$ cat src/rtl/run_sequencer.sv
// Program sequencer: owns PC and run state, qualifies architectural writes via ExecEn.
// Latency: Start -> first ExecEn next cycle; loads hold the PC for LOAD_WAIT extra cycles.
// No backpressure; Start is ignored while running. Optional PERF_CNT_EN builds InstrCnt/TakenCnt.
module run_sequencer #(
    parameter int PC_W      = 10,
    parameter int LOAD_WAIT = 1,
    parameter int CNT_W     = 16
) (
    input  logic             Clk,
    input  logic             Reset,
    input  logic             Start,
    input  logic [PC_W-1:0]  StartAddr,
    input  logic             Branch,
    input  logic             Jump,
    input  logic             Zero,
    input  logic             MemtoReg,
    input  logic             Halt,
    input  logic [PC_W-1:0]  Target,
    output logic [PC_W-1:0]  ProgCtr,
    output logic             ExecEn,
    output logic             Done,
    output logic [CNT_W-1:0] CycleCnt,
    output logic [CNT_W-1:0] InstrCnt,
    output logic [CNT_W-1:0] TakenCnt
);

    localparam int WC_W = (LOAD_WAIT > 0) ? $clog2(LOAD_WAIT + 1) : 1;

    typedef enum logic [1:0] {
        S_IDLE  = 2'd0,
        S_RUN   = 2'd1,
        S_LWAIT = 2'd2,
        S_DONE  = 2'd3
    } state_t;

    state_t           state, state_nxt;
    logic [PC_W-1:0]  pc, pc_nxt;
    logic [WC_W-1:0]  wcnt, wcnt_nxt;
    logic [CNT_W-1:0] cyc_cnt;
    logic             exec_en;
    logic             clr_cnt;
    logic             busy;

    always_ff @(posedge Clk) begin
        if (Reset) begin
            state <= S_IDLE;
            pc    <= '0;
            wcnt  <= '0;
        end else begin
            state <= state_nxt;
            pc    <= pc_nxt;
            wcnt  <= wcnt_nxt;
        end
    end

    always_comb begin
        state_nxt = state;
        pc_nxt    = pc;
        wcnt_nxt  = wcnt;
        exec_en   = 1'b0;
        clr_cnt   = 1'b0;
        case (state)
            S_IDLE, S_DONE: begin
                if (Start) begin
                    pc_nxt    = StartAddr;
                    clr_cnt   = 1'b1;
                    state_nxt = S_RUN;
                end
            end
            S_RUN: begin
                exec_en = 1'b1;
                // Halt outranks control flow; a load only stalls when nothing redirects.
                if (Halt) begin
                    state_nxt = S_DONE;
                end else if (Jump || (Branch && Zero)) begin
                    pc_nxt = Target;
                end else if (MemtoReg && (LOAD_WAIT > 0)) begin
                    exec_en   = 1'b0;
                    wcnt_nxt  = WC_W'(LOAD_WAIT);
                    state_nxt = S_LWAIT;
                end else begin
                    pc_nxt = pc + 1'b1;
                end
            end
            S_LWAIT: begin
                wcnt_nxt = wcnt - 1'b1;
                if (wcnt == WC_W'(1)) begin
                    exec_en   = 1'b1;
                    pc_nxt    = pc + 1'b1;
                    state_nxt = S_RUN;
                end
            end
            default: state_nxt = S_IDLE;
        endcase
    end

    assign busy = (state == S_RUN) || (state == S_LWAIT);

    always_ff @(posedge Clk) begin
        if (Reset || clr_cnt) begin
            cyc_cnt <= '0;
        end else if (busy && !(&cyc_cnt)) begin
            cyc_cnt <= cyc_cnt + 1'b1;
        end
    end

`ifdef PERF_CNT_EN
    logic [CNT_W-1:0] instr_cnt;
    logic [CNT_W-1:0] taken_cnt;
    logic             taken;

    assign taken = (state == S_RUN) && !Halt && (Jump || (Branch && Zero));

    always_ff @(posedge Clk) begin
        if (Reset || clr_cnt) begin
            instr_cnt <= '0;
            taken_cnt <= '0;
        end else begin
            if (exec_en && !(&instr_cnt)) instr_cnt <= instr_cnt + 1'b1;
            if (taken && !(&taken_cnt))   taken_cnt <= taken_cnt + 1'b1;
        end
    end

    assign InstrCnt = instr_cnt;
    assign TakenCnt = taken_cnt;
`else
    assign InstrCnt = '0;
    assign TakenCnt = '0;
`endif

    assign ProgCtr  = pc;
    assign ExecEn   = exec_en;
    assign Done     = (state == S_DONE);
    assign CycleCnt = cyc_cnt;

endmodule

$ cat config.mk
export PLATFORM = sky130hd
export DESIGN_NAME = run_sequencer
export DESIGN_NICKNAME = d
export VERILOG_FILES = /design/src/rtl/run_sequencer.sv
export SDC_FILE = /design/constraint.sdc
export NUM_CORES = 1
export LEC_CHECK = 0
export CAP_MARGIN = 20
export CORE_MARGIN = 2
export CORE_UTILIZATION = 46
export CTS_CLUSTER_DIAMETER = 150
export DETAILED_ROUTE_END_ITERATION = 7
export PLACE_DENSITY = 0.95
export SETUP_SLACK_MARGIN = 0.05
export SKIP_CTS_REPAIR_TIMING = 1
export SLEW_MARGIN = 5
export SYNTH_ARGS = -nofsm -noshare
export SYNTH_HDL_FRONTEND = slang
export SYNTH_SLANG_ARGS = --single-unit
export TNS_END_PERCENT = 20
$ cat constraint.sdc
create_clock -name Clk -period 5.3 [get_ports Clk]
set_input_delay 1.06 -clock Clk [delete_from_list [all_inputs] [get_ports Clk]]
set_output_delay 1.06 -clock Clk [all_outputs]
set_load 0.005 [all_outputs]
== Word level (Yosys, flattened, before mapping) ==
Cells that the tools add are included.

* Equal/unequal tests: 11
* Reductions and logical operators: 13
* Mux-type cells: 23
* Add/subtract/negate cells: 3

{| class="wikitable"
|+ Operators by type and width
! operator !! number
|-
| 10-bit two-way mux || 5
|-
| 10-bit one-hot mux with 3 select lines || 1
|-
| 16-bit by 1-bit adder with 16-bit output (second input constant) || 1
|-
| 16-bit AND reduction || 1
|-
| 4-bit AND reduction || 3
|-
| 10-bit by 1-bit adder with 10-bit output (second input constant) || 1
|-
| 2-bit two-way mux || 5
|-
| 2-bit != test (second input constant) || 5
|-
| 1-bit two-way mux || 9
|-
| 3-bit != test (second input constant) || 3
|-
| 2-bit one-hot mux with 3 select lines || 1
|-
| 2-bit == test (second input constant) || 2
|-
| 1-bit one-hot mux with 2 select lines || 2
|-
| 1-bit logical OR || 3
|-
| 2-bit by 1-bit == test with 1-bit output (second input constant) || 1
|-
| 1-bit logical AND || 2
|-
| 2-bit zero test || 1
|-
| 2-bit nonzero test || 1
|-
| 2-bit OR reduction || 1
|-
| 1-bit zero test || 1
|-
| 1-bit subtractor (second input constant) || 1
|}

* Logic and storage cells: 54
* Bits in registers: 29
* Bits of input ports: 28
* Output and inout bits: 60

== Depth between registers and ports, before layout ==
* Depth in word-level cells: 5
* Gate-level depth with buffers: 9
* Gate-level depth less buffers: 7

== Worst setup path after synthesis ==
No wires, ideal clock.

* Kind: in2out
* Start: input port Branch
* End: output port ExecEn
* Required time: 4.240 ns
* Stages on the path: 4
* Data arrival time: 1.736 ns
* Path buffers: 0
* Setup slack: 2.504 ns
* Cells stage by stage: a21oi_1 -> nand2_1 -> o21ai_0 -> a21oi_1

* Longest elaborated chain between the ends: 5

{| class="wikitable"
|+ Ends and longest elaborated chain
! item !! line !! text
|-
| from (decl) || 13 || <nowiki>input logic Branch,</nowiki>
|-
| 1-bit logical AND || 75 || <nowiki>end else if (Jump || (Branch && Zero)) begin</nowiki>
|-
| 1-bit logical OR || 75 ||
|-
| 1-bit two-way mux || 75 ||
|-
| 1-bit two-way mux || 73 || <nowiki>if (Halt) begin</nowiki>
|-
| 1-bit one-hot mux with 2 select lines || 62 || <nowiki>case (state)</nowiki>
|-
| to (decl) || 20 || <nowiki>output logic ExecEn,</nowiki>
|}

Every way passes these cells.

== Worst setup path after layout ==
Same ends and word-level chain as after synthesis.

==> results.toml <==
[status]
outcome = "completed"

[cts]
cts_buffer_depth = 2
cts_sinks = 29
cts_tree = "done"
numCtsBuffers = 5
clock_latency_ns = 0.27
clk_pin_slew_worst_paths_ns = 0.06
cts_root_buffer = "clkbuf_8"
htreeDepth = 2

[routing]
wl_per_cell_um = 13.3
drt_first_iter_violations = 131
drtAntennaViolNets = 0
vias_per_cell = 5.37
vias = 1905
drcViolationCount = 0
wl_um = 4710
first_pass_iters = 4

[timing]
hold_ws_ns = 0.523
worst_clock_skew_ns = 0.00350
setup_tns_ns = 0
rsz0062_at_grt = "false"
slew_viol_final = 0
fin_crit_ns = 3.81
setup_viol = 0
final.setup.worst_slack_ns = 1.49
worstMarginPinSlew_ns = 0.874
hold_viol_final = 0
post-route-period-util_pct = 71.9
fmax_mhz = 262
max-slew-margin-rel_pct = 41.7

[power]
p_int_uw = 485
p_leak_uw = 0.000966
p_per_area_mw_per_mm2 = 299
p_comb_share_pct = 39.3
power_frac_seq_pct = 38.5
p_clk_share_pct = 22.3
p_switching_uw = 272
p_sw_share_pct = 35.9
vdd_ir_drop_max_uv = 156

[critical_path]
cp_slowest_cell = "clkdlybuf4s50_1"
cpPeakStageDelay_ns = 0.48
crit_path_end_kind = "output pin"
r2r_start = "state[0]$_SDFFE_PP0P_"
critPathLaunch = "Branch"
critical_path_class = "primary input to output pin"
crit_fanout = 5
crit_required_ns = 4.24
worst-endpoint-arrival_ns = 2.75
cp-start-kind = "primary input"
worstPathCellList = "clkdlybuf4s50_1 > a21oi_1 > nand2_1 > o21ai_0 > a21oi_1 > clkdlybuf4s50_1"

[synth]
synth_cell_types = 43
syn_area_mm2 = 0.00200
synthCells = 252
synth_edf_count = 0
yosysWarnings = 0
synth-main-ff-cell = "dfxtp_1"
ys_ff_latch = 29
syn_avg_cell_area_um2 = 7.93
ys_async_sr_fraction_pct = 0
ys_seq_area_share_pct = 29.1

[cells_and_area]
finalNetCount = 337
antennaDiodeCount = 0
layout-drive-gt1-share_pct = 4.26
final_cell_count_no_fill = 355
area_growth_syn_to_layout_pct = 26.5
fillCellCount = 369
finalInstanceArea_mm2 = 0.00253

[placement]
gp_congestion = 0.848
dp_cells = 347
io_buffers = 55
pre_cts_ws_ns = 1.50
dpl.hpwl_um = 3530
placed_area_mm2 = 0.00245

[global_routing]
grt_usage_pct = 19.0
grt_start_max_net_pins = 27
grt_pass1_wl_um = 7700
grt_pass1_vias = 1731
grt-ovfl-total = 0
antenna_found_initial = 0

[floorplanning]
io_pins = 88
core.rowCount = 23
die_y_um = 69.9
core_area_mm2 = 0.00409
die_width_um = 69.9
dieArea_mm2 = 0.00489
initial_utilization_pct = 48.9

[worst_hold_path]
min_from = "state[0]$_SDFFE_PP0P_"
hold_class = "register to register"

[run]
maxCapViolCount = 0
[cells by family after synthesis]
group	share of synthesized area (%)
buf+inv	16.3
simple gates	22.9
xor+xnor	8.33
other cells	0.188
flops	29.1
compound gates	19.2
mux	1.00
fa+ha+maj	3.13
[routing by layer]
layer / global-route usage [%] / share of wire (%) / up-vias
li1: - / - / 932
met1: 24.0 / 45 / 890
met2: 32.1 / 48 / 74
met3: 3.61 / 5.2 / 9
met4: 7.26 / 2.1 / 0
met5: 0 / 0 / -
[Yosys cell counts (all sizes together), types with 2 or more instances]
library cell	instances	area, um2
a2111oi	2	20.0
a211o	6	52.6
a211oi	6	45.0
a21o	4	30.0
a21oi	15	75.1
a221oi	6	52.6
a311oi	2	17.5
a31o	2	17.5
and2	3	18.8
and3	3	18.8
and4	4	35.0
buf	36	262
clkbuf	5	18.8
dfxtp	29	581
ha	5	62.6
inv	12	45.0
mux2i	2	20.0
nand2	20	77.6
nand3	9	50.1
nand4	6	37.5
nor2	24	90.1
nor2b	3	18.8
nor3	10	50.1
nor4	3	25.0
o21ai	6	30.0
xnor2	13	114
xor2	6	52.6
[layout by cell type, fill, tap and decap left out, types with 3 or more instances in the layout]
cell and instances:
clkdlybuf4s50_1 55, conb_1 32, dfxtp_1 29, nor2_1 24
nand2_1 19, a21oi_1 15, xnor2_1 13, inv_1 11
nor3_1 10, nand3_1 8, o21ai_0 6, nand4_1 6
a211o_1 6, a211oi_1 6, a221oi_1 6, xor2_1 6
ha_1 5, clkbuf_8 5, a21o_1 4, and4_1 4
and2_1 3, and3_1 3, nor2b_1 3, clkbuf_1 3
[metrics by stage]
| step | util, % | total power (uW) |
|---|---|---|
| 6_report | 61.8 | 756 |
| 5_1_grt | 61.8 | 801 |
| 4_1_cts | 61.8 | 757 |
| 3_5_place_dp | 59.9 | 587 |
| 3_3_place_gp | 59.9 | 573 |
| 2_1_floorplan | - | 490 |
[path summary, 6_finish.rpt]
kind                        endpoint  slack, ns  cells after the start
max reg2reg  ProgCtr[7]$_SDFFE_PP0P_       2.32                      7
min            state[0]$_SDFFE_PP0P_       0.52                      2
max                           ExecEn       1.49                      6
min reg2reg    state[0]$_SDFFE_PP0P_       0.52                      2
[registers in the layout, indices dropped and copies added, names as in the netlist]
signal / flops
CycleCnt: 16
ProgCtr: 10
state: 2
wcnt: 1
[area by class of cell]
cell class | instances | area [um2] | area share (%)
multi-input combinational | 201 | 1210 | 47.8
inverter | 12 | 45.0 | 1.78
timing repair buffer | 55 | 551 | 21.8
tap | 50 | 62.6 | 2.48
clock buffer | 8 | 80.1 | 3.17
sequential | 29 | 581 | 23.0
[critical path, delay by kind of cell]
kind                   cells  cell delay (ns)
AOI/OAI and AO/OA          3             0.63
buffers and inverters      2             0.90
and+or+nand+nor            1             0.16
[power groups by stage]
stage                     clock network [uW]  logic, uW  registers [uW]
after floorplan                            0        203             287
after global placement                     0        280             293
after detailed placement                   0        293             295
after CTS                                172        295             290
after global routing                     178        327             295
final                                    168        297             291
Power figures use the tool's default switching activity.
